--- src/rtl/clock_div_scheduler.sv ---
`default_nettype none
// ============================================================================
// Module   : clock_div_scheduler
// Brief    : Programmable clock divider whose divisor is changed by two
//            round-robin arbitrated requesters, applied on period boundaries.
// Revision : 1.0 - initial release
// ============================================================================
module clock_div_scheduler #(
    parameter int CNT_W       = 8,
    parameter int DEFAULT_DIV = 2
) (
    input  logic               clk_in,
    input  logic               rst_n,
    input  logic               enable,
    input  logic [1:0]         req_valid,
    input  logic [2*CNT_W-1:0] req_div,
    output logic [1:0]         req_ready,
    output logic               grant_id,
    output logic               clk_out,
    output logic               clk_pulse,
    output logic [CNT_W-1:0]   cur_div,
    output logic               busy,
    output logic               err
);

    typedef enum logic [1:0] {
        ST_IDLE = 2'd0,
        ST_RUN  = 2'd1,
        ST_PEND = 2'd2
    } state_t;

    localparam logic [CNT_W-1:0] c_default_div = CNT_W'(DEFAULT_DIV);

    state_t           r_state;
    state_t           w_state_nx;
    logic [CNT_W-1:0] r_cnt;
    logic [CNT_W-1:0] r_pending;
    logic             r_rr_ptr;
    logic [CNT_W-1:0] w_cnt_nx;
    logic [CNT_W-1:0] w_div_nx;
    logic [CNT_W-1:0] w_pending_nx;
    logic [CNT_W-1:0] w_req_sel;
    logic [1:0]       w_elig;
    logic             w_accept;
    logic             w_gnt;
    logic             w_bad;
    logic             w_period_end;
    logic             w_clk_out_nx;
    logic             w_pulse_nx;

    // A requester still holding valid while its ready pulse is out is not re-accepted.
    assign w_elig       = req_valid & ~req_ready;
    assign w_accept     = (r_state != ST_PEND) && (w_elig != 2'b00);
    assign w_gnt        = (w_elig == 2'b11) ? r_rr_ptr : w_elig[1];
    assign w_req_sel    = w_gnt ? req_div[CNT_W +: CNT_W] : req_div[0 +: CNT_W];
    assign w_bad        = (w_req_sel < CNT_W'(2));
    assign w_period_end = (r_cnt == (cur_div - CNT_W'(1)));

    always_comb begin
        w_state_nx   = r_state;
        w_cnt_nx     = r_cnt;
        w_div_nx     = cur_div;
        w_pending_nx = r_pending;
        case (r_state)
            ST_IDLE: begin
                w_cnt_nx = '0;
                if (w_accept) begin
                    if (!w_bad) begin
                        w_div_nx = w_req_sel;
                    end
                end else if (enable) begin
                    w_state_nx = ST_RUN;
                end
            end
            ST_RUN: begin
                w_cnt_nx = w_period_end ? '0 : (r_cnt + CNT_W'(1));
                if (w_accept && !w_bad) begin
                    w_pending_nx = w_req_sel;
                    w_state_nx   = ST_PEND;
                end else if (w_period_end && !enable) begin
                    w_state_nx = ST_IDLE;
                end
            end
            ST_PEND: begin
                w_cnt_nx = w_period_end ? '0 : (r_cnt + CNT_W'(1));
                if (w_period_end) begin
                    w_div_nx   = r_pending;
                    w_state_nx = enable ? ST_RUN : ST_IDLE;
                end
            end
            default: begin
                w_state_nx = ST_IDLE;
                w_cnt_nx   = '0;
            end
        endcase
    end

    // Outputs are registered from next-state values so they line up with r_cnt.
    assign w_clk_out_nx = (w_state_nx != ST_IDLE) && (w_cnt_nx < (w_div_nx >> 1));
    assign w_pulse_nx   = (w_state_nx != ST_IDLE) && (w_cnt_nx == '0);

    always_ff @(posedge clk_in or negedge rst_n) begin
        if (!rst_n) begin
            r_state   <= ST_IDLE;
            r_cnt     <= '0;
            r_pending <= '0;
            r_rr_ptr  <= 1'b0;
            cur_div   <= c_default_div;
            clk_out   <= 1'b0;
            clk_pulse <= 1'b0;
            req_ready <= 2'b00;
            grant_id  <= 1'b0;
            busy      <= 1'b0;
            err       <= 1'b0;
        end else begin
            r_state   <= w_state_nx;
            r_cnt     <= w_cnt_nx;
            r_pending <= w_pending_nx;
            cur_div   <= w_div_nx;
            clk_out   <= w_clk_out_nx;
            clk_pulse <= w_pulse_nx;
            busy      <= (w_state_nx == ST_PEND);
            req_ready <= w_accept ? (2'b01 << w_gnt) : 2'b00;
            err       <= w_accept && w_bad;
            if (w_accept) begin
                grant_id <= w_gnt;
                r_rr_ptr <= ~w_gnt;
            end
        end
    end

endmodule
`default_nettype wire

--- config.mk ---
export PLATFORM = sky130hd
export DESIGN_NAME = clock_div_scheduler
export DESIGN_NICKNAME = d
export VERILOG_FILES = /design/src/rtl/clock_div_scheduler.sv
export SDC_FILE = /design/constraint.sdc
export NUM_CORES = 1
export LEC_CHECK = 0
export CORE_AREA = 2 2 70 72
export DETAILED_ROUTE_END_ITERATION = 10
export DIE_AREA = 0 0 72 74
export GPL_ROUTABILITY_DRIVEN = 0
export HOLD_SLACK_MARGIN = 0.08
export PLACE_DENSITY = 0.75
export SLEW_MARGIN = 5
export SYNTH_ARGS = -nofsm -noshare
export SYNTH_HDL_FRONTEND = slang
export SYNTH_SLANG_ARGS = --single-unit
--- constraint.sdc ---
create_clock -name clk_in -period 3.36 [get_ports clk_in]
set_input_delay 0.504 -clock clk_in [delete_from_list [all_inputs] [get_ports clk_in]]
set_output_delay 0.504 -clock clk_in [all_outputs]
set_load 0.02 [all_outputs]
==> results of run 1 <==
-- synthesized netlist by cell type, types with 4 or more instances --
cell / number / area [um2]
nand2b_1: 5 / 31.3
inv_2: 6 / 22.5
nor3_1: 4 / 20.0
dfrtp_1: 33 / 826
clkbuf_1: 6 / 22.5
o21ai_0: 11 / 55.1
a221oi_2: 6 / 90.1
nor2_1: 26 / 97.6
xor2_1: 7 / 61.3
ha_1: 12 / 150
a21oi_1: 4 / 20.0
inv_1: 5 / 18.8
nand2_1: 20 / 75.1
mux2i_1: 8 / 80.1
xnor2_1: 9 / 78.8
-- flip-flops by register name, summed over array words and instances, names as in the netlist --
signal     flops
clk_out        1
err            1
cur_div        8
clk_pulse      1
req_ready      2
r_state        2
grant_id       1
r_rr_ptr       1
r_pending      8
r_cnt          8
busy           1
-- cell usage in the layout, fill, tap and decap left out, types with 2 or more instances in the layout --
cell / count
nand3_1: 3
dfrtp_1: 31
xnor2_1: 9
dfrtp_2: 2
o21ai_0: 11
a221oi_2: 2
inv_2: 7
nor2_1: 26
xor2_1: 7
mux2_2: 2
or3_1: 2
a21oi_1: 4
nor2b_1: 2
buf_12: 2
mux2i_1: 8
a311o_1: 2
buf_4: 30
o211ai_1: 3
o211a_1: 3
nand2_1: 20
nor3_1: 4
o21a_1: 3
inv_1: 4
a211oi_1: 3
a21o_1: 3
clkdlybuf4s50_1: 35
nor4b_1: 2
ha_1: 10
and3_1: 2
nand2b_1: 5
nor4_1: 3
and2_1: 2
a221oi_4: 4
clkbuf_8: 6
a22oi_1: 3
-- where the power goes --
| group | internal [mW] | switching, mW | leakage [nW] |
|---|---|---|---|
| registers | 0.410 | 0.000508 | 0.440 |
| clock network | 0.165 | 0.150 | 0.0482 |
| logic | 0.0309 | 0.0249 | 0.872 |
-- worst max path at each step --
stage | startpoint | end | slack (ps) | cells after the start
final | cur_div[2] | clk_out | -310 | 12
after floorplan | cur_div[2] | clk_out | -310 | 12
after global placement | cur_div[0] | clk_out | -240 | 14
after detailed placement | cur_div[2] | clk_out | -370 | 12
after global routing | cur_div[2] | clk_out | -440 | 12
after CTS | cur_div[0] | clk_out | -320 | 14
-- stage by stage --
| stage | hold WS, ps | instance area, um2 |
|---|---|---|
| floorplan | 208 | 2170 |
| global placement | 466 | 2820 |
| detailed placement | 469 | 2820 |
| CTS | 488 | 2960 |
| global route | 523 | 2970 |
| finish | 483 | 2970 |
-- logic make-up (layout without fill, tap and decap cells) --
group | Yosys count | in the layout | synth area share [%]
mux | 10 | 10 | 4.80
buf+inv | 17 | 86 | 2.99
flops | 34 | 34 | 39.9
compound gates | 52 | 52 | 20.7
xor+xnor | 16 | 16 | 6.56
simple gates | 78 | 78 | 18.1
fa+ha+maj | 12 | 12 | 7.03
-- repair_timing --
item / in CTS / in global routing
endpoints found under the setup margin: 1 / 1
pin swaps: 3 / 3
endpoints found under the hold margin: 0 / 0
setup buffers: 1 / 1
resized for setup: 4 / 1
cloned: 0 / 0
-- layout make-up --
type / count / area share (%)
well taps: 54 / 2.27
clock inverters: 1 / 0.168
multi-input cells: 168 / 43.8
clock buffers: 7 / 2.91
repair buffers: 67 / 20.7
flip-flops and latches: 34 / 28.8
inverters: 11 / 1.39
-- per-layer routing --
metal / track usage, % / share of wire (%)
met5: 0 / 0
met4: 6.08 / 1.2
met3: 4.07 / 3.6
met2: 38.8 / 51
met1: 28.3 / 44
==> impl_metrics.ini, run 1 <==
[worst_setup_path]
cp.buffers_inverters = 0
crit_path_end_kind = register
critPathMaxStageDelay_ps = 530
timing_worst_setup_path_type = register to register
crit_family = compound AO/OA/AOI/OAI gates
startpoint_type_of_the_worst_setup_path = register
crit-reg2reg-capture = clk_out
cp.required_ps = 3560
worst_path_max_delay_cell = or4_4
crit_path_cell_trace = or4_4, or3_1, a211oi_2, o211ai_2, a22o_4, a221oi_2, ha_1, and3_4, a221o_1, a41oi_2, o211ai_1, a211oi_1
timing.rr.start = cur_div[2]
worst_ep_arrival_time_ps = 3870
timing.reg2reg.worst_path_depth = 12
worst-r2r-setup-slack_ps = -310
crit_fanout = 5

[drt]
initialDrtViolationCount = 83
postRouteWirelength_um = 5320
detail_route.wl_per_cell_um = 15.6
detailedRoute.firstPassIterationCount = 4
remaining_drc_errors = 0
vias = 1871
ant_nets = 0
drt-vias-per-instance = 5.47

[layout]
multi_input_area_um2 = 1300
layout.core_utilization_pct = 64.6
ff_latch_area_um2 = 855
antenna_cells_inserted = 0
p_r_area_growth_vs_syn_pct = 39.0
post_layout_nonfiller_instances = 342
finalNetCount = 320
filler_cell_count = 376
layout-drive-gt1-share_pct = 24.3

[power]
p_total_mw = 0.782
peakVddDrop_mv = 0.184
powerDensity_nw_per_um2 = 263
power.leakage_nw = 1.36

[floorplanning]
starting_density_of_the_core_pct = 46.5
die_width_um = 72
design.core.area_um2 = 4600
floorplan.die.height_um = 74
rows = 25
die_outline_area_um2 = 5330
io_pins = 36

[clocking]
worstSkewPairLatency_ps = 290
cts_sinks = 34
post_cts_hold_buffer_count = 0
clock_tree.htree_level_count = 2
cts-buffers-inserted = 5
cts_tree = built
worst_setup_hold_path_clk_slew_ps = 70
cts.root.buffer_cell = clkbuf_8
cts.path.max_buffers = 2

[global_route]
first_global_vias = 1877
gr-total-overflow = 0
largest_net_degree_at_the_start_of_global_routing = 35
grt_first_pass_wirelength_um = 9080
grt_antenna_before_repair = 0
grt_use_total_pct = 22.1

[timing]
period_minus_slack_ps = 3670
slew_viol_final = 0
maxClockFrequency_mhz = 273
worstMarginPinSlew_ps = 460
report.final.setup_viol = 1
slew_headroom_pct = 69.2
final_worst_path_period_share_pct = 109
final_worst_setup_slack_ps = -309
setup-tns-final_ps = -309
setup_repair_after_global_routing_missed_its_margin = yes
hold_viol = 0
timing.clock.skew_ps = 7.75

[worst_hold_path]
hold_path_depth = 1
worstHoldPathType = register to register
timing.hold.worst_endpoint = grant_id
hold_start = grant_id

[run]
drv.max_cap_violation_count = 0

[yosys]
synth-edff-count = 0
synthesis.nets = 252
syn-cell-area_um2 = 2140
synth-warning-count = 0
yosysSeqAreaShare_pct = 39.9
postSynthRegisterBits = 34
synth_async_sr_flop_share_pct = 100
synth_cells = 219
yosysUniqueCellTypes = 47
post_synth.cell_area_avg_um2 = 9.76
most_used_flip_flop_cell_after_synthesis = dfrtp_1

[status]
run_status = complete, but fails checks
failing_checks = setup timing

[placed_design]
hpwl_after_detailed_placement_um = 4180
post-place-ws_ps = -374
post-place-cells = 332
port_buffers = 35
(Power assumes the default switching activity.)
==> inputs of run 2 (changes only) <==
--- a/config.mk
+++ b/config.mk
@@ -6,6 +6,7 @@
 export NUM_CORES = 1
 export LEC_CHECK = 0
 export CORE_AREA = 2 2 70 72
+export CTS_BUF_LIST = sky130_fd_sc_hd__clkbuf_16
 export DETAILED_ROUTE_END_ITERATION = 10
 export DIE_AREA = 0 0 72 74
 export GPL_ROUTABILITY_DRIVEN = 0
==> impl_metrics.ini, run 2 (synthesis gave the netlist of run 1 again) <==
[status]
run_status = complete, but fails checks
failing_checks = setup timing

[timing]
final_worst_setup_slack_ps = -306
period_minus_slack_ps = 3670
maxClockFrequency_mhz = 273
final_worst_path_period_share_pct = 109
report.final.setup_viol = 1
hold_viol = 0
setup_repair_after_global_routing_missed_its_margin = yes
timing.clock.skew_ps = 5.81
slew_headroom_pct = 69.7
slew_viol_final = 0
worstMarginPinSlew_ps = 453

[placed_design]
port_buffers = 35
hpwl_after_detailed_placement_um = 4180
post_dp_cell_area_um2 = 2820
post-place-cells = 332
post-place-ws_ps = -374

[clocking]
cts.path.max_buffers = 2
cts.root.buffer_cell = clkbuf_16
clock_tree.htree_level_count = 2
worst_setup_hold_path_clk_slew_ps = 50
cts_sinks = 34
cts_tree = built
post_cts_hold_buffer_count = 0
cts-buffers-inserted = 5
worstSkewPairLatency_ps = 280

[floorplanning]
rows = 25
die_outline_area_um2 = 5330
io_pins = 36
design.core.area_um2 = 4600
starting_density_of_the_core_pct = 46.5
die_width_um = 72
floorplan.die.height_um = 74

[layout]
ff_latch_area_um2 = 855
design_area_um2 = 3050
antenna_cells_inserted = 0
filler_cell_count = 365
most_common_cell_after_layout_fill_and_taps_aside = clkdlybuf4s50_1
finalNetCount = 322
post_layout_nonfiller_instances = 344
biggestRegsByFlops = cur_div (8), r_cnt (8), r_pending (8)
p_r_area_growth_vs_syn_pct = 42.6
layout-drive-gt1-share_pct = 24.8
multi_input_area_um2 = 1320
layout_common_cells = 35 x clkdlybuf4s50_1, 32 x buf_4, 31 x dfrtp_1

[drt]
postRouteWirelength_um = 5470
detailedRoute.firstPassIterationCount = 4
ant_nets = 0
vias = 1934
remaining_drc_errors = 0
drt-vias-per-instance = 5.62
initialDrtViolationCount = 86
detail_route.wl_per_cell_um = 15.9

[power]
peakVddDrop_mv = 0.248
power.leakage_nw = 1.40
powerDensity_nw_per_um2 = 294
p_total_mw = 0.897

[worst_hold_path]
worstHoldPathType = register to register

[global_route]
grt_use_total_pct = 22.2
gr-total-overflow = 0
grt_first_pass_wirelength_um = 9050
grt_antenna_before_repair = 0
largest_net_degree_at_the_start_of_global_routing = 35
first_global_vias = 1907

[run]
drv.max_cap_violation_count = 0

[worst_setup_path]
cp.required_ps = 3550
crit_fanout = 5
crit_path_end_kind = register
worst_ep_arrival_time_ps = 3850
timing_worst_setup_path_type = register to register
startpoint_type_of_the_worst_setup_path = register
-- run 2: per-layer routing --
metal / vias to the layer above / wire, um / global-route usage [%] / part of all wire [%]
li1: 945 / - / - / -
met1: 937 / 2320 / 27.7 / 42
met2: 42 / 2850 / 39.0 / 52
met3: 10 / 190 / 4.34 / 3.5
met4: 0 / 116 / 7.55 / 2.1
met5: - / 0 / 0 / 0
-- run 2: path summary, 6_finish.rpt --
path,startpoint,end,slack (ps),cells past startpoint
max,cur_div[2],clk_out,-310,12
max in group asynchronous,rst_n,cur_div[1],2380,2
min reg2reg,grant_id,grant_id,480,1
max reg2reg,cur_div[2],clk_out,-310,12
min,grant_id,grant_id,480,1
min in group asynchronous,rst_n,req_ready[0],640,2
-- run 2: layout make-up --
cell class / count / area share [%]
Multi-Input combinational cell: 168 / 43.2
Tap cell: 54 / 2.22
Clock buffer: 5 / 4.11
Timing Repair Buffer: 69 / 20.7
Clock inverter: 3 / 0.411
Sequential cell: 34 / 28.0
Inverter: 11 / 1.35
-- run 2: per-stage QoR --
stage                     util, %  TNS, ps  hold WS, ps
after CTS                    65.4     -317          483
after detailed placement     61.2     -374          469
after global routing         66.3     -442          518
final                        66.3     -306          479
after global placement       61.2     -243          466
after floorplan                 -     -315          208
-- run 2: worst max-delay path, cell delays in order (launching register included) --
cell      delay, ps
dfrtp_2         390
or4_4           530
or3_4           380
a211oi_2        240
o211ai_2        140
a22o_4          310
a221oi_4        310
ha_1            300
and3_4          190
a221o_1         340
a41oi_2         150
o211ai_1        100
a211oi_1        190
-- run 2: power breakdown --
group	switching [mW]	leakage, nW	total, mW	internal (mW)
clock	0.163	0.0724	0.430	0.267
combinational	0.0249	0.886	0.0558	0.0309
sequential	0.000514	0.440	0.411	0.411
total	0.188	1.40	0.897	0.709
-- run 2: timing repair --
item	CTS	global route
setup buffers	3	1
pin swaps	5	6
gates resized for setup	3	4
gates cloned	0	0
setup endpoints to repair	1	1
==> inputs of run 3 (changes only) <==
--- a/config.mk
+++ b/config.mk
@@ -5,13 +5,13 @@
 export SDC_FILE = /design/constraint.sdc
 export NUM_CORES = 1
 export LEC_CHECK = 0
-export CORE_AREA = 2 2 70 72
+export CORE_AREA = 2 2 67 69
 export CTS_BUF_LIST = sky130_fd_sc_hd__clkbuf_16
 export DETAILED_ROUTE_END_ITERATION = 10
-export DIE_AREA = 0 0 72 74
+export DIE_AREA = 0 0 69 71
 export GPL_ROUTABILITY_DRIVEN = 0
 export HOLD_SLACK_MARGIN = 0.08
-export PLACE_DENSITY = 0.75
+export PLACE_DENSITY = 0.78
 export SLEW_MARGIN = 5
 export SYNTH_ARGS = -nofsm -noshare
 export SYNTH_HDL_FRONTEND = slang
==> constraint.sdc (replaced) <==
create_clock -name clk_in -period 3.55 [get_ports clk_in]
set_input_delay 0.5325 -clock clk_in [delete_from_list [all_inputs] [get_ports clk_in]]
set_output_delay 0.5325 -clock clk_in [all_outputs]
set_load 0.02 [all_outputs]
==> impl_metrics.ini, run 3 (synthesis gave the netlist of run 1 again) <==
[layout]
p_r_area_growth_vs_syn_pct = 40.8
design_area_um2 = 3010
biggestRegsByFlops = cur_div (8), r_cnt (8), r_pending (8)
layout_common_cells = 35 x clkdlybuf4s50_1, 31 x dfrtp_1, 29 x buf_4
layout-drive-gt1-share_pct = 23.8
filler_cell_count = 310
layout.core_utilization_pct = 71.6
most_common_cell_after_layout_fill_and_taps_aside = clkdlybuf4s50_1
antenna_cells_inserted = 0
finalNetCount = 318
post_layout_nonfiller_instances = 338

[global_route]
grt_use_total_pct = 23.8
grt_first_pass_wirelength_um = 9150
grt_antenna_before_repair = 0
first_global_vias = 1900
gr-total-overflow = 0
largest_net_degree_at_the_start_of_global_routing = 24

[floorplanning]
floorplan.die.height_um = 71
die_outline_area_um2 = 4900
io_pins = 36
design.core.area_um2 = 4200
starting_density_of_the_core_pct = 50.8
rows = 24
die_width_um = 69

[timing]
slew_headroom_pct = 30.5
setup_repair_after_global_routing_missed_its_margin = yes
final_worst_setup_slack_ps = -130
whs_ps = 494
timing.clock.skew_ps = 2.40
worstMarginPinSlew_ps = 1040
report.final.setup_viol = 1
final_worst_path_period_share_pct = 104
maxClockFrequency_mhz = 272
hold_viol = 0
period_minus_slack_ps = 3680
slew_viol_final = 0

[clocking]
cts_sinks = 34
worst_setup_hold_path_clk_slew_ps = 50
post_cts_hold_buffer_count = 0
cts.path.max_buffers = 2
worstSkewPairLatency_ps = 280
cts_tree = built
clock_tree.htree_level_count = 2
cts.root.buffer_cell = clkbuf_16
cts-buffers-inserted = 5

[power]
peakVddDrop_mv = 0.272
powerDensity_nw_per_um2 = 283
p_total_mw = 0.853
power.net_switching_mw = 0.181
pwr-share-clk_pct = 48.1
p_int_mw = 0.671
seqPwrFrac_pct = 45.6
power.leakage_nw = 1.37
power.share.switching_pct = 21.3
combinationalPowerShare_pct = 6.3

[drt]
initialDrtViolationCount = 121
ant_nets = 0
vias = 1924
postRouteWirelength_um = 5750
detail_route.wl_per_cell_um = 17.0
drt-vias-per-instance = 5.69
remaining_drc_errors = 0
detailedRoute.firstPassIterationCount = 4

[worst_setup_path]
startpoint_type_of_the_worst_setup_path = register
crit_path_cell_trace = inv_2, ha_4, or3b_2, a211o_1, a211oi_2, o211ai_2, a22o_4, a221oi_4, ha_4, a21o_1, a221o_1, a41oi_2, o211ai_1, a211oi_1
crit_fanout = 6
critPathMaxStageDelay_ps = 440
path_common_cell = ha_4
cp.required_ps = 3740
crit_family = compound AO/OA/AOI/OAI gates
cp.buffers_inverters = 1
crit_path_end_kind = register
timing_worst_setup_path_type = register to register
worst_path_max_delay_cell = or3b_2
worst_ep_arrival_time_ps = 3870

[placed_design]
post-place-cells = 329
hpwl_after_detailed_placement_um = 4240
post_dp_cell_area_um2 = 2790
port_buffers = 35

[run]
drv.max_cap_violation_count = 0

[status]
run_status = complete, but fails checks
failing_checks = setup timing

[worst_hold_path]
worstHoldPathType = register to register
run 3: cell type report:
class / count / area [um2] / area share, %
inverters: 11 / 41.3 / 1.37
well taps: 52 / 65.1 / 2.16
clock inverters: 3 / 12.5 / 0.416
repair buffers: 65 / 588 / 19.5
clock buffers: 5 / 125 / 4.16
flip-flops and latches: 34 / 855 / 28.4
multi-input cells: 168 / 1320 / 44.0
run 3: routing by layer:
layer | GRT usage, % | wire length, um | up-vias
met5 | 0 | 0 | -
met4 | 9.15 | 107 | 0
met3 | 4.70 | 257 | 10
met2 | 42.3 | 2960 | 68
met1 | 28.5 | 2430 | 921
li1 | - | - | 925
run 3: power by group through the flow:
stage / Sequential [mW] / Combinational [mW] / Clock (mW)
3_3_place_gp: 0.396 / 0.0532 / 0
2_1_floorplan: 0.396 / 0.0154 / 0
3_5_place_dp: 0.396 / 0.0543 / 0
4_1_cts: 0.389 / 0.0544 / 0.413
5_1_grt: 0.389 / 0.0587 / 0.429
6_report: 0.389 / 0.0538 / 0.410
run 3: repair_timing:
action	in CTS	in global routing
endpoints found under the setup margin	1	1
pin swaps	2	2
buffers inserted	1	0
gates resized for setup	6	1
run 3: per-stage QoR:
step	worst slack (ps)	TNS, ps
floorplan	-125	-125
global placement	-9.75	-9.75
detailed placement	-141	-141
CTS	-103	-103
global route	-265	-265
finish	-130	-130
run 3: path summary, 6_finish.rpt:
| kind | startpoint | to | slack [ps] | cells after the start |
|---|---|---|---|---|
| worst min-delay path | r_pending[0] | r_pending[0] | 490 | 2 |
| worst max register to register | cur_div[0] | clk_out | -130 | 14 |
| min in group asynchronous | rst_n | r_cnt[5] | 830 | 1 |
| max in group asynchronous | rst_n | cur_div[0] | 2030 | 1 |
| worst min register to register | r_pending[0] | r_pending[0] | 490 | 2 |
| worst max-delay path | cur_div[0] | clk_out | -130 | 14 |
run 3: tightest hold or removal path: cells and delay by family, from the launching register on:
| family | cells | cell delay, ps |
|---|---|---|
| DFF | 1 | 350 |
| AOI/OAI and AO/OA | 1 | 60 |
| and+or+nand+nor | 1 | 50 |
